<file path="src/rtl/mac_pkg.sv">
// mac_pkg: shared types and helpers for the MAC vector engine.
// Holds the stage bundle, accumulator bound helpers and a parameter legality test.
package mac_pkg;

    // Payload width of the shared stage bundle.
    // Each stage uses the low bits it needs.
    localparam int DW = 64;

    typedef struct packed {
        logic          valid;
        logic          last;
        logic [DW-1:0] data;
    } stage_t;

    // Largest accumulator value, as an acc_w-bit pattern in the low bits.
    function automatic logic [DW-1:0] acc_max(int acc_w, bit is_signed);
        logic [DW-1:0] r;
        if (is_signed)
            r = (64'd1 << (acc_w - 1)) - 64'd1;
        else if (acc_w >= DW)
            r = '1;
        else
            r = (64'd1 << acc_w) - 64'd1;
        return r;
    endfunction

    // Smallest accumulator value, as an acc_w-bit pattern in the low bits.
    function automatic logic [DW-1:0] acc_min(int acc_w, bit is_signed);
        logic [DW-1:0] r;
        if (is_signed)
            r = 64'd1 << (acc_w - 1);
        else
            r = '0;
        return r;
    endfunction

    function automatic bit acc_w_ok(int in_w, int acc_w);
        return (acc_w >= 2 * in_w) && (acc_w <= DW);
    endfunction

endpackage

</file>
<file path="src/rtl/mac_vec_engine_if.sv">
// mac_vec_engine_if: operand stream in, dot-product result stream out.
// Ports: in_valid/in_ready/in_a/in_b/in_last, out_valid/out_ready/out_data/out_ovf.
interface mac_vec_engine_if #(
    parameter int IN_W  = 16,
    parameter int ACC_W = 40
);
    logic             in_valid;
    logic             in_ready;
    logic [IN_W-1:0]  in_a;
    logic [IN_W-1:0]  in_b;
    logic             in_last;
    logic             out_valid;
    logic             out_ready;
    logic [ACC_W-1:0] out_data;
    logic             out_ovf;

    modport master (
        output in_valid, in_a, in_b, in_last, out_ready,
        input  in_ready, out_valid, out_data, out_ovf
    );

    modport slave (
        input  in_valid, in_a, in_b, in_last, out_ready,
        output in_ready, out_valid, out_data, out_ovf
    );
endinterface

</file>
<file path="src/rtl/mac_sat_add.sv">
// mac_sat_add: combinational acc + prod with overflow detect and optional clamp.
// Ports: i_acc, i_prod (ACC_W) in; o_sum (ACC_W), o_ovf out.
module mac_sat_add
    import mac_pkg::*;
#(
    parameter int ACC_W  = 40,
    parameter bit SIGNED = 1'b1,
    parameter bit SAT    = 1'b1
) (
    input  logic [ACC_W-1:0] i_acc,
    input  logic [ACC_W-1:0] i_prod,
    output logic [ACC_W-1:0] o_sum,
    output logic             o_ovf
);
    localparam logic [ACC_W-1:0] MAX = ACC_W'(acc_max(ACC_W, SIGNED));
    localparam logic [ACC_W-1:0] MIN = ACC_W'(acc_min(ACC_W, SIGNED));

    logic [ACC_W:0] w_raw;
    logic           w_ovf;

    assign w_raw = {1'b0, i_acc} + {1'b0, i_prod};

    always_comb begin
        if (SIGNED)
            w_ovf = (i_acc[ACC_W-1] == i_prod[ACC_W-1]) &&
                    (w_raw[ACC_W-1] != i_acc[ACC_W-1]);
        else
            w_ovf = w_raw[ACC_W];
        o_ovf = w_ovf;
        o_sum = w_raw[ACC_W-1:0];
        // Signed overflow only happens with equal signs, so acc sign picks the rail.
        if (SAT && w_ovf)
            o_sum = (SIGNED && i_acc[ACC_W-1]) ? MIN : MAX;
    end
endmodule

</file>
<file path="src/rtl/mac_vec_engine.sv">
// mac_vec_engine: 3-stage pipelined MAC, one dot product per in_last-terminated vector.
// Ports: clk, rst_n (sync, active-low), s_io (slave side of mac_vec_engine_if).
module mac_vec_engine
    import mac_pkg::*;
#(
    parameter int IN_W   = 16,
    parameter int ACC_W  = 40,
    parameter bit SIGNED = 1'b1,
    parameter bit SAT    = 1'b1
) (
    input  logic                 clk,
    input  logic                 rst_n,
    mac_vec_engine_if.slave      s_io
);
    if (!acc_w_ok(IN_W, ACC_W)) begin : g_bad_params
        $error("mac_vec_engine: need 2*IN_W <= ACC_W <= 64");
    end

    localparam int PW = 2 * IN_W;
    // Bits above the product, set when sign-extending a negative product.
    localparam logic [ACC_W-1:0] HI = ~ACC_W'({PW{1'b1}});

    stage_t           r_s1;
    stage_t           r_s2;
    stage_t           r_s3;
    logic [ACC_W-1:0] r_acc;
    logic             r_sticky;
    logic             r_out_valid;
    logic [ACC_W-1:0] r_out_data;
    logic             r_out_ovf;

    logic             w_adv;
    logic [IN_W-1:0]  w_a;
    logic [IN_W-1:0]  w_b;
    logic [PW-1:0]    w_a_ext;
    logic [PW-1:0]    w_b_ext;
    logic [PW-1:0]    w_prod;
    logic [PW-1:0]    w_p2;
    logic [ACC_W-1:0] w_ext;
    logic [ACC_W-1:0] w_sum;
    logic             w_add_ovf;
    logic             w_unused;

    // The whole pipeline freezes while a result waits downstream.
    assign w_adv          = ~(r_out_valid & ~s_io.out_ready);
    assign s_io.in_ready  = w_adv;
    assign s_io.out_valid = r_out_valid;
    assign s_io.out_data  = r_out_data;
    assign s_io.out_ovf   = r_out_ovf;

    assign w_a = r_s1.data[PW-1:IN_W];
    assign w_b = r_s1.data[IN_W-1:0];

    // Low PW bits of the product of PW-bit extended operands give
    // the exact signed or unsigned product.
    assign w_a_ext = SIGNED ? {{IN_W{w_a[IN_W-1]}}, w_a} : {{IN_W{1'b0}}, w_a};
    assign w_b_ext = SIGNED ? {{IN_W{w_b[IN_W-1]}}, w_b} : {{IN_W{1'b0}}, w_b};
    assign w_prod  = w_a_ext * w_b_ext;

    assign w_p2  = r_s2.data[PW-1:0];
    assign w_ext = ACC_W'(w_p2) | ((SIGNED && w_p2[PW-1]) ? HI : '0);

    // Upper payload bits of the generic stage bundle carry nothing.
    assign w_unused = ^{r_s1.data, r_s2.data, r_s3.data};

    mac_sat_add #(
        .ACC_W  (ACC_W),
        .SIGNED (SIGNED),
        .SAT    (SAT)
    ) u_add (
        .i_acc  (r_acc),
        .i_prod (r_s3.data[ACC_W-1:0]),
        .o_sum  (w_sum),
        .o_ovf  (w_add_ovf)
    );

    always_ff @(posedge clk) begin
        if (!rst_n) begin
            r_s1        <= '0;
            r_s2        <= '0;
            r_s3        <= '0;
            r_acc       <= '0;
            r_sticky    <= 1'b0;
            r_out_valid <= 1'b0;
            r_out_data  <= '0;
            r_out_ovf   <= 1'b0;
        end else if (w_adv) begin
            r_s1.valid <= s_io.in_valid;
            r_s1.last  <= s_io.in_last;
            r_s1.data  <= DW'({s_io.in_a, s_io.in_b});
            r_s2.valid <= r_s1.valid;
            r_s2.last  <= r_s1.last;
            r_s2.data  <= DW'(w_prod);
            r_s3.valid <= r_s2.valid;
            r_s3.last  <= r_s2.last;
            r_s3.data  <= DW'(w_ext);
            // Advancing with a valid result means out_ready is high.
            r_out_valid <= 1'b0;
            if (r_s3.valid) begin
                if (r_s3.last) begin
                    r_out_valid <= 1'b1;
                    r_out_data  <= w_sum;
                    r_out_ovf   <= r_sticky | w_add_ovf;
                    r_acc       <= '0;
                    r_sticky    <= 1'b0;
                end else begin
                    r_acc    <= w_sum;
                    r_sticky <= r_sticky | w_add_ovf;
                end
            end
        end
    end
endmodule

</file>
<file path="src/flat_wrapper.sv">
// flat-port wrapper written by rule: the top's interface ports become plain ports
module mac_vec_engine_flat import mac_pkg::*;
#(
    parameter int IN_W   = 16,
    parameter int ACC_W  = 40,
    parameter bit SIGNED = 1'b1,
    parameter bit SAT    = 1'b1
)
  (clk, rst_n, s_io_in_valid, s_io_in_a, s_io_in_b, s_io_in_last, s_io_out_ready, s_io_in_ready, s_io_out_valid, s_io_out_data, s_io_out_ovf);
  mac_vec_engine_if #(.IN_W(IN_W), .ACC_W(ACC_W)) s_io_i ();
  input  logic clk;
  input  logic rst_n;
  input wire logic [$bits(s_io_i.in_valid)-1:0] s_io_in_valid;
  input wire logic [$bits(s_io_i.in_a)-1:0] s_io_in_a;
  input wire logic [$bits(s_io_i.in_b)-1:0] s_io_in_b;
  input wire logic [$bits(s_io_i.in_last)-1:0] s_io_in_last;
  input wire logic [$bits(s_io_i.out_ready)-1:0] s_io_out_ready;
  output wire logic [$bits(s_io_i.in_ready)-1:0] s_io_in_ready;
  output wire logic [$bits(s_io_i.out_valid)-1:0] s_io_out_valid;
  output wire logic [$bits(s_io_i.out_data)-1:0] s_io_out_data;
  output wire logic [$bits(s_io_i.out_ovf)-1:0] s_io_out_ovf;
  assign s_io_i.in_valid = s_io_in_valid;
  assign s_io_i.in_a = s_io_in_a;
  assign s_io_i.in_b = s_io_in_b;
  assign s_io_i.in_last = s_io_in_last;
  assign s_io_i.out_ready = s_io_out_ready;
  assign s_io_in_ready = s_io_i.in_ready;
  assign s_io_out_valid = s_io_i.out_valid;
  assign s_io_out_data = s_io_i.out_data;
  assign s_io_out_ovf = s_io_i.out_ovf;
  mac_vec_engine #(.IN_W(IN_W), .ACC_W(ACC_W), .SIGNED(SIGNED), .SAT(SAT)) u_core (.clk(clk), .rst_n(rst_n), .s_io(s_io_i));
endmodule
</file>
<file path="config.mk">
export PLATFORM = sky130hd
export DESIGN_NAME = mac_vec_engine_flat
export DESIGN_NICKNAME = d
export VERILOG_FILES = /design/src/rtl/mac_pkg.sv /design/src/rtl/mac_vec_engine_if.sv /design/src/rtl/mac_sat_add.sv /design/src/rtl/mac_vec_engine.sv /design/src/flat_wrapper.sv
export SDC_FILE = /design/constraint.sdc
export NUM_CORES = 1
export LEC_CHECK = 0
export ABC_AREA = 1
export CORE_MARGIN = 2
export CORE_UTILIZATION = 50
export DETAILED_ROUTE_END_ITERATION = 16
export GPL_TIMING_DRIVEN = 1
export PLACE_DENSITY = 0.76
export SETUP_SLACK_MARGIN = 0.05
export SLEW_MARGIN = 30
export SYNTH_ARGS = -nofsm -noshare
export SYNTH_HDL_FRONTEND = slang
export SYNTH_SLANG_ARGS = --single-unit
</file>
<file path="constraint.sdc">
create_clock -name clk -period 7.89 [get_ports clk]
set_input_delay 1.578 -clock clk [delete_from_list [all_inputs] [get_ports clk]]
set_output_delay 1.578 -clock clk [all_outputs]
set_load 0.02 [all_outputs]
</file>
* Word-level counts from Yosys, hierarchy flattened
Index checks and enable logic that the tools add are counted.
Word-level totals: bits in registers 193, bits in latches 0, memory bits (writable) 0, ROM bits 0, input bits 37, word-level logic and storage cells 33, memories kept 0
Operators by class: add/sub/neg operators 1, multipliers 1, div/mod/pow operators 0, $lt $le $gt $ge 0, equality and inequality tests 2, shifts and indexed selects 0, mux-type cells 7, bitwise operators 5, reductions and logical operators 3
Operators with widths (number):
- $mux W40 | 4
- $add A40 B40 Y40 | 1
- $or A32 B40 Y40 | 1
- $mul A16 B16 Y32 | 1
- $mux W1 | 3
- $reduce_and A3 Y1 | 1
- $not A1 Y1 | 2
- $reduce_and A2 Y1 | 1
- $and A1 B1 Y1 | 1
- $eq A1 B1 Y1 | 1
- $logic_and A1 B1 Y1 | 1
- $ne A1 B1 Y1 | 1
- $or A1 B1 Y1 | 1

* Depth between registers and ports, before layout
Gate-level depths: netlist of run 1.
depth after elaboration 5, gate-level depth with buffers 30, mapped depth without buffers 28

* By module
A second synthesis of run 1 with hierarchy kept.
Unflattened totals: cell total of the unflattened synthesis 3003, area, all modules 20878.8 um^2
By module, submodules not included:
- mac_vec_engine | times used 1, cells each 2279, area each 17319.1 um^2, seq. area each 3703.6 um^2
- mac_sat_add | times used 1, cells each 724, area each 3559.7 um^2, seq. area each 0.0 um^2

* Worst setup path after synthesis of run 1
OpenSTA, ideal clock, no wires.
kind register to register, start register u_core.r_s1[31] in the netlist's numbering, end register u_core.r_s2[30] in the netlist's numbering, data arrival time 5.537 ns, required time 7.781 ns, setup slack 2.244 ns, cell stages (with the launch flop) 24, path buffers 2, clock period less this slack 5.646 ns, cells stage by stage dfxtp_1 -> clkbuf_1 -> clkbuf_1 -> nand2_1 -> inv_1 -> fa_1 -> fa_1 -> inv_1 -> fa_1 -> fa_1 -> fa_1 -> fa_1 -> inv_1 -> ha_1 -> nand2_1 -> inv_1 -> a221oi_1 -> nand2_1 -> a21oi_1 -> nand2_1 -> nand2_1 -> nand3_1 -> nand2_1 -> inv_1
Between the ends: longest elaborated chain between the ends 1
Ends and longest elaborated chain:
- start: declaration | line mac_vec_engine.sv:23 | stage_t r_s1;
- $mul A16 B16 Y32 | line mac_vec_engine.sv:58 | assign w_prod = w_a_ext * w_b_ext;
- end: declaration | line mac_vec_engine.sv:24 | stage_t r_s2;
No other way between the ends. A chain may end at the register's enable or synchronous reset.

* Final worst setup path of run 1
start register u_core.r_s1[1] in the netlist's numbering, end register u_core.r_s2[31] in the netlist's numbering
Same word-level chain as after synthesis.

==> metrics.md, run 1 <==
| Metric | Value |
|---|---|
| CTS Sinks | 185 |
| Clk_lat worst skew | 0.48 ns |
| Die ar. | 42000 µm² |
| Final Hold Fails | 0 |
| CTS root buf | clkbuf_16 |
| Final setup skew | 0.0230 ns |
| Cell Area, Synth | 20200 µm² |
| CP max stage cell | fa_1 |
| H-tree depth | 4 |
| Reg area | 3700 µm² |
| Max clock buf depth | 2 |
| Num rows | 73 |
| GR Util All Layers | 0.266 |
| Comb power frac | 0.489 |
| CTS buffer count | 17 |
| Worst IR drop on VDD | 177 µV |
| Post-synthesis sequential area ratio | 0.183 |
| Sw Pwr | 0.00173 W |
| Synthesized Nets | 3307 |
| EDFF count, synth | 0 |
| Ys async rst share | 0 |
| Multi-input gate area | 13600 µm² |
| Setup violators final | 0 |
| Clk pwr share | 0.220 |
| Die X | 205 µm |
| Vias in the first global route | 17815 |
| Leakage power | 12.4 nW |
| Outcome | complete, no violations |
| TritonCTS clock tree | yes |
| Area contributors post-synth | fa_1 26%, dfxtp_1 18%, nand2_1 15% |
| Crit start category | register |
| Final setup TNS | 0 ns |
| HP Class | register to register |
| Most frequent CP cell | fa_1 |
| Share of cells above drive strength 1 | 0.0205 |
| Yosys Warn Count | 0 |
| Post-cts sizing count | 0 |
| Routed vias/inst | 5.17 |
| Largest area contributor in the netlist | fa_1 |
| Vias post-DR | 17613 |
| Clk pin slew, worst setup/hold paths | 0.07 ns |
| Synth Area per Inst | 7.00 µm² |
| Commonest cells in the netlist | 785 x nand2_1, 632 x inv_1, 263 x fa_1, 263 x nor2_1, 185 x dfxtp_1 |
| RSZ-0062 raised after global routing | false |
| 1st-iter DRT viols | 1382 |
| Reg power frac | 0.291 |
| Port bufs | 79 |
| Final worst path period share | 0.841 |
| Synth cell types | 38 |
| Wirelength per Cell | 15.3 µm |
| Core area | 39800 µm² |
| Worst-Margin Slew | 0.870 ns |
| Max Cap Viol | 0 |
| Filler cells | 3881 |
| Area share of the largest cell type after synthesis | 0.261 |
| Net Sw Frac | 0.441 |
| Total grt overflow | 0 |
| DRC errors left | 0 |
| P&R area growth vs syn | 7.83% |
| ANT cells | 0 |
| Most frequent cell after synthesis | nand2_1 |
| Max-slew violation count | 0 |
| Detail Placement HPWL | 42000 µm |
| Critical Path AT | 7.01 ns |
| Cell family with most CP delay | adder cells |
| Pre-antenna DRT Iters | 6 |
| Cell-internal power | 0.00219 W |
| Crit path buffers/inverters | 5 |
| Largest net degree at the start of global routing | 91 |
| Initial core utilization | 0.507 |
| CP cell instances | nand2_1 > inv_1 > fa_1 > fa_1 > fa_1 > fa_1 > fa_1 > inv_1 > fa_1 > inv_1 > ha_1 > nand4_1 > nor2_1 > nand4_1 > nand3_1 > nand2_1 > nand3_1 > inv_1 > nand2_1 > nand3_1 > nand2_1 > inv_1 |
| #FFs+latches synth | 185 |
| First-pass GRT wire length | 89100 µm |
| F_max | 0.151 GHz |
| Antenna violations before repair | 0 |
| Die Ht | 205 µm |
| Util after Layout | 0.547 |
| CP max stage delay | 0.83 ns |
| Placer congestion estimate | 0.988 |
| WL final | 52200 µm |
| Slew headroom | 0.420 |
| Setup bufs post-CTS | 0 |
| Number of routed nets with antenna violations | 0 |
| Pwr Density | 180 nW/µm² |
| Final #Nets | 3289 |
| Crit. End Element | register |
| Main synth FF type | dfxtp_1 |
| Period minus WS final | 6.64 ns |
| Syn Inst Count | 2886 |
| IO Count | 80 |
| Post-CTS Hold Fix Bufs | 0 |
| CP Max Fanout | 17 |
| Critical path class | register to register |
| Worst Path Required | 8.26 ns |
metrics by stage:
step,cells,area (µm²),power [W],hold slack (ns),setup WS [ns]
final,3405,21800,0.00392,0.449,1.25
after global routing,3405,21800,0.00428,0.466,0.929
after CTS,3405,21800,0.00394,0.455,1.31
after detailed placement,3374,21200,0.00306,0.442,1.35
after global placement,3374,21200,0.00304,0.437,1.44
after floorplan,2886,20200,0.00255,0.442,2.24
power by group through the flow:
stage,clock (W),combinational (W),sequential (W)
2_1_floorplan,0,0.00146,0.00108
3_3_place_gp,0,0.00189,0.00115
3_5_place_dp,0,0.00191,0.00116
4_1_cts,0.000881,0.00193,0.00114
5_1_grt,0.000916,0.00221,0.00115
6_report,0.000862,0.00192,0.00114
per-layer routing:
layer  track usage  vias to the layer above  wire, µm
met5             0                        -         0
met4        0.0899                        0      1470
met3        0.0350                       89      3120
met2         0.436                      563     24000
met1         0.362                     8407     23600
li1              -                     8554         -
final cells by class:
cell class | instances | share of cell area
Multi-Input combinational cell | 1939 | 0.624
Clock inverter | 13 | 0.00644
Clock buffer | 18 | 0.0197
Timing Repair Buffer | 90 | 0.0399
Inverter | 635 | 0.110
Sequential cell | 185 | 0.170
Tap cell | 525 | 0.0302
flip-flops by register name, summed over array words and instances (netlist names):
name / cells
u_core.r_sticky: 1
u_core.r_s1: 34
u_core.s_io.out_ovf: 1
u_core.r_acc: 40
u_core.r_s3: 34
u_core.s_io.out_data: 40
u_core.s_io.out_valid: 1
u_core.r_s2: 34
placed cells by master (no fill, tap or decap), types with 4 or more instances in the layout:
cell,instances
nand2_1,785
xor2_1,14
or2_2,5
o21ai_0,120
a21oi_1,98
o21bai_1,22
nand4_1,19
clkbuf_16,17
clkdlybuf4s50_1,78
buf_4,11
inv_1,632
o211ai_1,7
nand3_1,159
nor3_1,11
fa_1,263
ha_1,121
nor2_1,260
dfxtp_1,185
xnor2_1,26
a21o_1,4
worst reg2reg max path: stages, from the launching register on:
cell	delay, ns
dfxtp_1	0.79
nand2_1	0.23
inv_1	0.17
fa_1	0.55
fa_1	0.83
fa_1	0.53
fa_1	0.52
fa_1	0.50
inv_1	0.05
fa_1	0.48
inv_1	0.05
ha_1	0.41
nand4_1	0.22
nor2_1	0.28
nand4_1	0.17
nand3_1	0.26
nand2_1	0.10
nand3_1	0.09
inv_1	0.04
nand2_1	0.05
nand3_1	0.08
nand2_1	0.10
inv_1	0.03
cell families after synthesis:
logic type,share of synthesized area
DFF,0.183
buffers and inverters,0.144
and+or+nand+nor,0.248
xor gates and xnor gates,0.0174
AOI/OAI and AO/OA,0.0716
adders and majority gates,0.336
final timing paths:
kind                            start                        to  slack, ns  cells after the start
min          u_core.s_io.out_data[35]  u_core.s_io.out_data[35]       0.45                      2
min reg2reg  u_core.s_io.out_data[35]  u_core.s_io.out_data[35]       0.45                      2
max reg2reg            u_core.r_s1[1]           u_core.r_s2[31]       1.25                     22
max                    u_core.r_s1[1]           u_core.r_s2[31]       1.25                     22
No activity file was read; power rests on OpenSTA's default activity.
==> run 2, diff against run 1 <==
Settings changed: PLACE_DENSITY 0.76 to 0.78.
Clock period 7.89 ns to 5.8 ns, I/O delays scaled along.
==> run 2 against run 1 <==
  * Combinational power grew 58%
  * Sequential power grew 32%
  * Clock skew decreased by 0.0042 ns
  * Non-clock buffer count rose by 79
  * Register-to-register slack lost 1.0 ns
  * Via count rose by 2.6%
  * Die area did not move
  * Largest cell class unchanged
  * Largest power group unchanged
==> metrics.md, run 2 (same netlist as run 1, synthesis figures left out) <==
| Metric | Value |
|---|---|
| Outcome | complete, no violations |
| Initial core utilization | 0.507 (unchanged) |
| Util after Layout | 0.572 (+0.0254) |
| HP Class | register to register |
| Met3 GRT Util | 0.0366 (+0.00159) |
| Number of routed nets with antenna violations | 0 (unchanged) |
| CP Max Fanout | 7 (-10) |
| Worst Path Required | 6.17 ns (-2.09 ns) |
| First-pass GRT wire length | 92400 µm (+3.8%) |
| CTS buffer count | 17 (unchanged) |
| Die ar. | 42000 µm² (unchanged) |
| Max Cap Viol | 0 (unchanged) |
| Vias in the first global route | 18316 (+2.8%) |
| DRC errors left | 0 (unchanged) |
| GR Util met1 | 0.392 (+0.0295) |
| RSZ-0062 raised after global routing | true |
| Die Ht | 205 µm (unchanged) |
| Total Power | 0.00581 W (+48%) |
| Final setup skew | 0.0188 ns (-0.00420 ns) |
| Crit. End Element | register |
| Pwr Density | 255 nW/µm² (+42%) |
| Wirelength per Cell | 15.9 µm (+3.6%) |
| Final worst path period share | 0.958 (+0.117) |
| Final Hold Fails | 0 (unchanged) |
| Pre-antenna DRT Iters | 6 (unchanged) |
| Routed vias/inst | 5.18 (+0.21%) |
| Hold slack final | 0.450 ns (+0.000888 ns) |
| Clk_lat worst skew | 0.47 ns (about the same) |
| Clk pin slew, worst setup/hold paths | 0.08 ns (about the same) |
| Share of cells above drive strength 1 | 0.0672 (+0.0467) |
| GR Util All Layers | 0.279 (+0.0133) |
| Core area | 39800 µm² (unchanged) |
| WL final | 55300 µm (+6.0%) |
| F_max | 0.180 GHz (+19%) |
| Leakage power | 12.9 nW (+3.9%) |
| Num rows | 73 (unchanged) |
| Final #Nets | 3368 (+2.4%) |
| 1st-iter DRT viols | 1574 (+14%) |
| TritonCTS clock tree | yes |
| Filler cells | 3788 (-2.4%) |
| Crit start category | register |
| Worst-Margin Slew | 0.734 ns (-0.136 ns) |
| Total grt overflow | 0 (unchanged) |
| Worst IR drop on VDD | 250 µV (+41%) |
| ANT cells | 0 (unchanged) |
| Most used routing layer in global routing | met2 |
| Setup violators final | 0 (unchanged) |
| Period minus WS final | 5.55 ns (-1.08 ns) |
| Critical Path AT | 5.92 ns (-1.09 ns) |
| CTS Sinks | 185 (unchanged) |
| Largest net degree at the start of global routing | 103 (+13%) |
| Port bufs | 79 (unchanged) |
| Slew headroom | 0.511 (+0.0908) |
| Vias post-DR | 18064 (+2.6%) |
| Met2 usage | 0.451 (+0.0150) |
| IO Count | 80 (unchanged) |
| Commonest cells after routing, fill and taps aside | 783 x nand2_1, 630 x inv_1, 256 x fa_1 |
| Most common cell after layout, fill and taps aside | nand2_1 |
| Critical path class | register to register |
| H-tree depth | 4 (unchanged) |
| Placer congestion estimate | 0.968 (-2.0%) |
| Detail Placement HPWL | 44300 µm (+5.6%) |
| Die X | 205 µm (unchanged) |
| Max clock buf depth | 2 (unchanged) |
| Max-slew violation count | 0 (unchanged) |
| P&R area growth vs syn | 12.8% |
| Antenna violations before repair | 0 (unchanged) |
| CTS root buf | clkbuf_16 |
## run 2: timing repair
item	in CTS	in global routing
setup buffers	0	1
pin swaps	0	9
setup endpoints to repair	10	17
cloned	0	1
resized for setup	13	73
hold buffers	0	0
## run 2: path summary, 6_finish.rpt
path	from	slack, ns	cells after the start	to
setup / recovery	u_core.r_s1[5]	0.25	19	u_core.r_s2[28]
hold / removal	u_core.s_io.out_data[35]	0.45	2	u_core.s_io.out_data[35]
setup reg to reg	u_core.r_s1[5]	0.25	19	u_core.r_s2[28]
hold reg to reg	u_core.s_io.out_data[35]	0.45	2	u_core.s_io.out_data[35]
## run 2: final cells by class
class / instances / area (µm²) / area share
clock buffer: 19 / 443 / 0.0194
clock inverter: 13 / 183 / 0.00802
tap: 525 / 657 / 0.0288
inverter: 635 / 2380 / 0.105
multi-input combinational: 1939 / 13800 / 0.606
timing repair buffer: 169 / 1570 / 0.0689
sequential: 185 / 3750 / 0.165
## run 2: report_power, final
group / internal (W) / total [W] / switching, W / leakage (nW)
registers: 0.00140 / 0.00151 / 0.000105 / 1.52
logic: 0.00122 / 0.00303 / 0.00181 / 11.1
clock network: 0.000669 / 0.00127 / 0.000602 / 0.301
total: 0.00329 / 0.00581 / 0.00251 / 12.9
## run 2: through the flow
stage	setup slack, ns	area [µm²]	cells	TNS (ns)
final	0.245	22800	3485	0
after detailed placement	-0.148	21800	3450	-0.374
after global routing	0.00303	22800	3485	0
after CTS	0.0448	22500	3482	0
after global placement	-0.172	21800	3450	-0.424
after floorplan	0.154	20200	2886	0
## run 2: routing by layer
layer,up-vias,wire length (µm),share of wire
met5,-,0,0
met4,0,1230,0.022
met3,92,3630,0.066
met2,606,25100,0.45
met1,8651,25400,0.46
li1,8715,-,-
## run 2: critical path, stage by stage (launching register included)
cell	delay, ns
dfxtp_2	0.38
buf_6	0.17
nand2_1	0.12
fa_1	0.53
inv_1	0.07
fa_2	0.57
buf_4	0.17
fa_1	0.45
fa_1	0.57
fa_1	0.43
fa_1	0.44
ha_1	0.37
nand2_1	0.10
buf_4	0.16
nor4_4	0.30
nand3_1	0.20
o211ai_1	0.17
nor2_1	0.07
o21bai_1	0.13
inv_1	0.05
